==> config.mk <==
export PLATFORM = sky130hd
export DESIGN_NAME = router_fsm_ctrl
export DESIGN_NICKNAME = d
export VERILOG_FILES = /design/src/rtl/router_pkg.sv /design/src/rtl/router_wait_timer.sv /design/src/rtl/router_fsm_ctrl.sv
export SDC_FILE = /design/constraint.sdc
export NUM_CORES = 1
export LEC_CHECK = 0
export CAP_MARGIN = 20
export CORE_MARGIN = 5
export CORE_UTILIZATION = 30
export DETAILED_ROUTE_END_ITERATION = 12
export GPL_ROUTABILITY_DRIVEN = 0
export GPL_TIMING_DRIVEN = 0
export RECOVER_POWER = 25
export SYNTH_ARGS = -nofsm -noshare
export SYNTH_HDL_FRONTEND = slang
export SYNTH_SLANG_ARGS = --single-unit
export TNS_END_PERCENT = 50
==> constraint.sdc <==
create_clock -name clk -period 3.1 [get_ports clk]
set_input_delay 0.465 -clock clk [delete_from_list [all_inputs] [get_ports clk]]
set_output_delay 0.465 -clock clk [all_outputs]
set_load 0.05 [all_outputs]
==> src/rtl/router_pkg.sv <==
// Shared types for the router write-side controller: FSM state encoding,
// the reserved drop address, and an address-indexed flag selector.
package router_pkg;

  typedef enum logic [2:0] {
    DECODE_ADDRESS     = 3'd0,
    LOAD_FIRST_DATA    = 3'd1,
    LOAD_DATA          = 3'd2,
    LOAD_PARITY        = 3'd3,
    FIFO_FULL_STATE    = 3'd4,
    LOAD_AFTER_FULL    = 3'd5,
    CHECK_PARITY_ERROR = 3'd6,
    WAIT_TILL_EMPTY    = 3'd7
  } router_state_e;

  localparam logic [1:0] ADDR_DROP = 2'b11;

  // Pick the per-FIFO flag for an address; the drop address maps to 0
  // so no out-of-range index is ever formed.
  function automatic logic addr_sel(input logic [2:0] vec, input logic [1:0] addr);
    case (addr)
      2'd0:    addr_sel = vec[0];
      2'd1:    addr_sel = vec[1];
      2'd2:    addr_sel = vec[2];
      default: addr_sel = 1'b0;
    endcase
  endfunction

endpackage

==> src/rtl/router_wait_timer.sv <==
// Watchdog for WAIT_TILL_EMPTY: counts cycles spent waiting and flags expiry.
// Only instantiated when ROUTER_WAIT_TIMEOUT_EN is defined.
module router_wait_timer #(
  parameter int unsigned TIMEOUT_CYCLES = 30
) (
  input  logic clk,
  input  logic rst,
  input  logic run,
  input  logic leave,
  output logic expire,
  output logic wait_timeout
);

  localparam int unsigned CW = (TIMEOUT_CYCLES > 2) ? $clog2(TIMEOUT_CYCLES) : 1;

  logic [CW-1:0] count;

  // Expiry only when the wait is not already ending for another reason,
  // so the pulse always means the watchdog caused the exit.
  always_comb begin
    expire = run && !leave && (count == CW'(TIMEOUT_CYCLES - 1));
  end

  // Cycle counter plus registered one-cycle expiry pulse.
  always_ff @(posedge clk) begin
    if (rst) begin
      count        <= '0;
      wait_timeout <= 1'b0;
    end else begin
      wait_timeout <= expire;
      if (run && !leave && !expire)
        count <= count + CW'(1);
      else
        count <= '0;
    end
  end

endmodule

==> src/rtl/router_fsm_ctrl.sv <==
// Moore controller sequencing the router input register and FIFO write side.
// Optional WAIT_TILL_EMPTY watchdog enabled by defining ROUTER_WAIT_TIMEOUT_EN.
module router_fsm_ctrl
  import router_pkg::*;
#(
  parameter int unsigned ADDR_W         = 2,
  parameter int unsigned TIMEOUT_CYCLES = 30
) (
  input  logic              clk,
  input  logic              rst,
  input  logic              pkt_valid,
  input  logic [ADDR_W-1:0] data_in,
  input  logic              fifo_full,
  input  logic [2:0]        fifo_empty,
  input  logic [2:0]        soft_reset,
  input  logic              parity_done,
  input  logic              low_pkt_valid,
  output logic              detect_add,
  output logic              lfd_state,
  output logic              ld_state,
  output logic              laf_state,
  output logic              full_state,
  output logic              rst_int_reg,
  output logic              write_enb_reg,
  output logic              busy,
  output logic              wait_timeout
);

  if (TIMEOUT_CYCLES < 2) begin : g_bad_timeout
    $error("router_fsm_ctrl: TIMEOUT_CYCLES must be at least 2");
  end

  router_state_e     state_q, state_d;
  logic [ADDR_W-1:0] addr_q;
  logic              empty_hit;
  logic              soft_hit;
  logic              timeout_expire;

  // Flags of the FIFO latched at header decode.
  always_comb begin
    empty_hit = addr_sel(fifo_empty, addr_q);
    soft_hit  = addr_sel(soft_reset, addr_q);
  end

`ifdef ROUTER_WAIT_TIMEOUT_EN
  router_wait_timer #(
    .TIMEOUT_CYCLES(TIMEOUT_CYCLES)
  ) u_wait_timer (
    .clk         (clk),
    .rst         (rst),
    .run         (state_q == WAIT_TILL_EMPTY),
    .leave       (empty_hit || soft_hit),
    .expire      (timeout_expire),
    .wait_timeout(wait_timeout)
  );
`else
  // No watchdog: waiting for the FIFO to drain is unbounded.
  always_comb begin
    timeout_expire = 1'b0;
    wait_timeout   = 1'b0;
  end
`endif

  // State register.
  always_ff @(posedge clk) begin
    if (rst) state_q <= DECODE_ADDRESS;
    else     state_q <= state_d;
  end

  // Header address capture while decoding.
  always_ff @(posedge clk) begin
    if (rst)
      addr_q <= '0;
    else if (state_q == DECODE_ADDRESS && pkt_valid)
      addr_q <= data_in;
  end

  // Next-state logic; soft reset of the addressed FIFO overrides all flow.
  always_comb begin
    state_d = state_q;
    if (state_q != DECODE_ADDRESS && soft_hit) begin
      state_d = DECODE_ADDRESS;
    end else begin
      case (state_q)
        DECODE_ADDRESS:
          if (pkt_valid && data_in != ADDR_DROP)
            state_d = addr_sel(fifo_empty, data_in) ? LOAD_FIRST_DATA : WAIT_TILL_EMPTY;
        LOAD_FIRST_DATA:
          state_d = LOAD_DATA;
        LOAD_DATA:
          if (fifo_full)       state_d = FIFO_FULL_STATE;
          else if (!pkt_valid) state_d = LOAD_PARITY;
        LOAD_PARITY:
          state_d = CHECK_PARITY_ERROR;
        CHECK_PARITY_ERROR:
          state_d = fifo_full ? FIFO_FULL_STATE : DECODE_ADDRESS;
        FIFO_FULL_STATE:
          if (!fifo_full) state_d = LOAD_AFTER_FULL;
        LOAD_AFTER_FULL:
          if (parity_done)        state_d = DECODE_ADDRESS;
          else if (low_pkt_valid) state_d = LOAD_PARITY;
          else                    state_d = LOAD_DATA;
        WAIT_TILL_EMPTY:
          if (empty_hit)           state_d = LOAD_FIRST_DATA;
          else if (timeout_expire) state_d = DECODE_ADDRESS;
        default:
          state_d = DECODE_ADDRESS;
      endcase
    end
  end

  // Moore output decode of the registered state.
  always_comb begin
    detect_add    = (state_q == DECODE_ADDRESS);
    lfd_state     = (state_q == LOAD_FIRST_DATA);
    ld_state      = (state_q == LOAD_DATA);
    laf_state     = (state_q == LOAD_AFTER_FULL);
    full_state    = (state_q == FIFO_FULL_STATE);
    rst_int_reg   = (state_q == CHECK_PARITY_ERROR);
    write_enb_reg = lfd_state || ld_state || laf_state || (state_q == LOAD_PARITY);
    busy          = !(detect_add || ld_state);
  end

endmodule

==> out/metrics.yaml <==
setup_path:
  cp.depth: 4
  reg2regPathDepth: 5
  slowest_stage: "clkdlybuf4s50_1"
  max_stage_delay_ns: 0.82
  cp-start-kind: "flop"
  rrSetupSlack_ns: 1.82
  cp.required_ns: 2.63
  critPathBufInv: 2
  critPathArrivalTime_ns: 1.93
  crit_type: "flop to output pin"
  path_cells: "buf_4 > or2_1 > nor2_1 > clkdlybuf4s50_1"
  worst_r2r_endpoint: "state_q[0]$_SDFFE_PP0P_"
  end_kind: "output pin"
  path_delay_family: "buffers and inverters"
  r2r_start: "state_q[0]$_SDFFE_PP0P_"
  cp-endpoint: "ld_state"
  critPathMaxFanout: 10
  startpoint: "state_q[2]$_SDFFE_PP0P_"
grt:
  grt_max_degree: 11
  antenna_found_initial: 0
  grt.overflow.total: 0
  grt_usage_pct: 11.3
  first_global_vias: 436
  grt_pass1_wl_mm: 1.84
final_layout:
  stdcell_area_um2: 691
  drive_above_1_share_pct: 13.8
  n_fill_cell: 151
  area_growth_pct: 57.7
  final_common_cell: "clkdlybuf4s50_1"
  layout_common_cells: "20 x clkdlybuf4s50_1, 7 x nor2_1, 5 x a21oi_1, 5 x dfxtp_1, 4 x nand2_1"
  n_antenna_cell: 0
  nets: 95
status:
  status: "complete, no violations"
cts:
  cts_resized: 0
  cts_tree: "yes"
  clkTransAtPathRegs_ns: 0.04
  postCtsSetupBuffers: 0
  clk_latency_ns: 0.23
  cts_hold_buf: 0
  clock_path_buffers: 2
  htree_levels: 1
  numCtsBuffers: 3
  cts.sinks: 5
  clockRootBuffer: "clkbuf_4"
pwr:
  p_leak_uw: 0.000316
  ir_drop_mv: 0.500
  seq_power_share_pct: 15.6
  power.share.clock_pct: 9.8
  power_frac_comb_pct: 74.6
  p_int_uw: 345
  power_density_mw_per_mm2: 1070
  sw_frac_of_total_pct: 53.1
  p_sw_uw: 391
sta:
  tns_ns: 0
  layout_setup_ws_ns: 0.702
  rsz0062_at_grt: "false"
  finalHoldViolCount: 0
  clock_skew_ns: 0.00161
  period_minus_slack_ns: 2.40
  worstMarginPinSlew_ns: 0.498
  finalMaxSlewViolations: 0
  slew_headroom_pct: 66.7
  fmax_mhz: 417
  setup_violations: 0
  fin_crit_sh_pct: 77.3
synthesis:
  synth.distinct_cells: 29
  synth_area_per_cell_um2: 7.96
  syn_inst: 55
  syn_area_um2: 438
  synth_seq_cells: 5
  synth_warnings: 0
  ys_seq_area_share_pct: 22.9
  syn_nets: 69
drt:
  via_per_inst: 4.83
  detail_route.first_pass.iterations: 4
  routedWlPerCell_um: 11.3
  drt_iter0_markers: 9
  via_count: 459
  totalWireLength_mm: 1.08
  antenna_left: 0
  drc_errors: 0
placed_design:
  place_area_um2: 667
  dp_slack_ns: 0.933
  io_buffers: 21
  hpwl_um: 923
min_path:
  hp-class: "flop to flop"
  min-delay-start: "addr_q[0]$_SDFFE_PP0P_"
  whs_path_depth: 2
floorplan:
  initial_core_util_pct: 32.8
  top_level_ports: 23
  die_area_mm2: 0.00232
  die_y_um: 48.2
  rows: 13
  core_area_mm2: 0.00133
  die_w_um: 48.2
run:
  drv_cap: 0
-- area by class of cell --
class / instances / area (µm²) / area share, %
buffer: 3 / 26.3 / 3.80
clock buffer: 4 / 26.3 / 3.80
sequential: 5 / 100 / 14.5
timing repair buffer: 21 / 210 / 30.4
inverter: 3 / 11.3 / 1.63
tap: 15 / 18.8 / 2.72
multi-input combinational: 44 / 298 / 43.1
-- sequential cells by signal (all words and copies together) (netlist names) --
register,cells
state_q,3
addr_q,2
-- cells in the mapped netlist --
cell	count	area, µm²
inv_2	1	3.75
buf_4	2	15.0
o211ai_1	1	7.51
o32ai_2	1	16.3
nor3_4	1	16.3
o211a_1	2	20.0
conb_1	1	3.75
o41ai_2	1	16.3
buf_6	1	11.3
nor3b_1	2	15.0
nand2_4	1	11.3
o21ai_0	2	10.0
inv_1	2	7.51
or2_1	1	6.26
nand3_1	2	10.0
nand3b_1	1	7.51
and3_1	1	6.26
a21oi_1	5	25.0
mux2i_1	3	30.0
dfxtp_1	5	100
nor2_1	7	26.3
nand2_1	3	11.3
nand2_2	1	6.26
a31oi_1	1	6.26
nor3_1	1	5.00
o22ai_1	2	12.5
and2_1	1	6.26
and3b_1	2	17.5
a21o_1	1	7.51
-- worst reg2reg max path, delay by kind of cell, from the launching register on --
| family | cells | cell delay (ns) |
|---|---|---|
| simple gates | 3 | 0.64 |
| compound gates | 1 | 0.15 |
| buf+inv | 1 | 0.13 |
| flops | 1 | 0.30 |
-- power by group through the flow --
stage	combinational, µW	sequential, µW	clock, µW
detailed placement	557	116	0
floorplan	406	111	0
CTS	559	115	75.9
global placement	558	117	0
global route	592	119	78.8
finish	549	115	72.2
-- how the worst min path moves through the flow --
stage / to
6_report: addr_q[0]$_SDFFE_PP0P_
5_1_grt: addr_q[0]$_SDFFE_PP0P_
4_1_cts: addr_q[0]$_SDFFE_PP0P_
3_5_place_dp: addr_q[0]$_SDFFE_PP0P_
3_3_place_gp: addr_q[0]$_SDFFE_PP0P_
2_1_floorplan: addr_q[0]$_SDFFE_PP0P_
-- metal layers --
| layer | GRT usage (%) | share of wire, % | vias to the layer above |
|---|---|---|---|
| met3 | 6.27 | 13 | 0 |
| li1 | - | - | 248 |
| met2 | 19.3 | 45 | 22 |
| met5 | 0 | 0 | - |
| met4 | 1.61 | 0 | 0 |
| met1 | 12.5 | 43 | 189 |
-- stage by stage --
| step | cells | total power [µW] | hold slack, ns | utilization [%] |
|---|---|---|---|---|
| CTS | 95 | 750 | 0.521 | 52.0 |
| global route | 95 | 790 | 0.542 | 51.8 |
| floorplan | 55 | 518 | 0.461 | - |
| global placement | 91 | 675 | 0.510 | 50.0 |
| detailed placement | 91 | 674 | 0.515 | 50.0 |
| finish | 95 | 736 | 0.516 | 51.8 |
-- kinds of logic after synthesis --
logic type             count (synthesis)  share of synthesized area [%]
and+or+nand+nor                       24                           33.1
muxes                                  3                           6.86
AOI/OAI and AO/OA                     16                           27.7
DFF                                    5                           22.9
buffers and inverters                  6                           8.57
other                                  1                          0.856
Power figures use the tool's default switching activity.
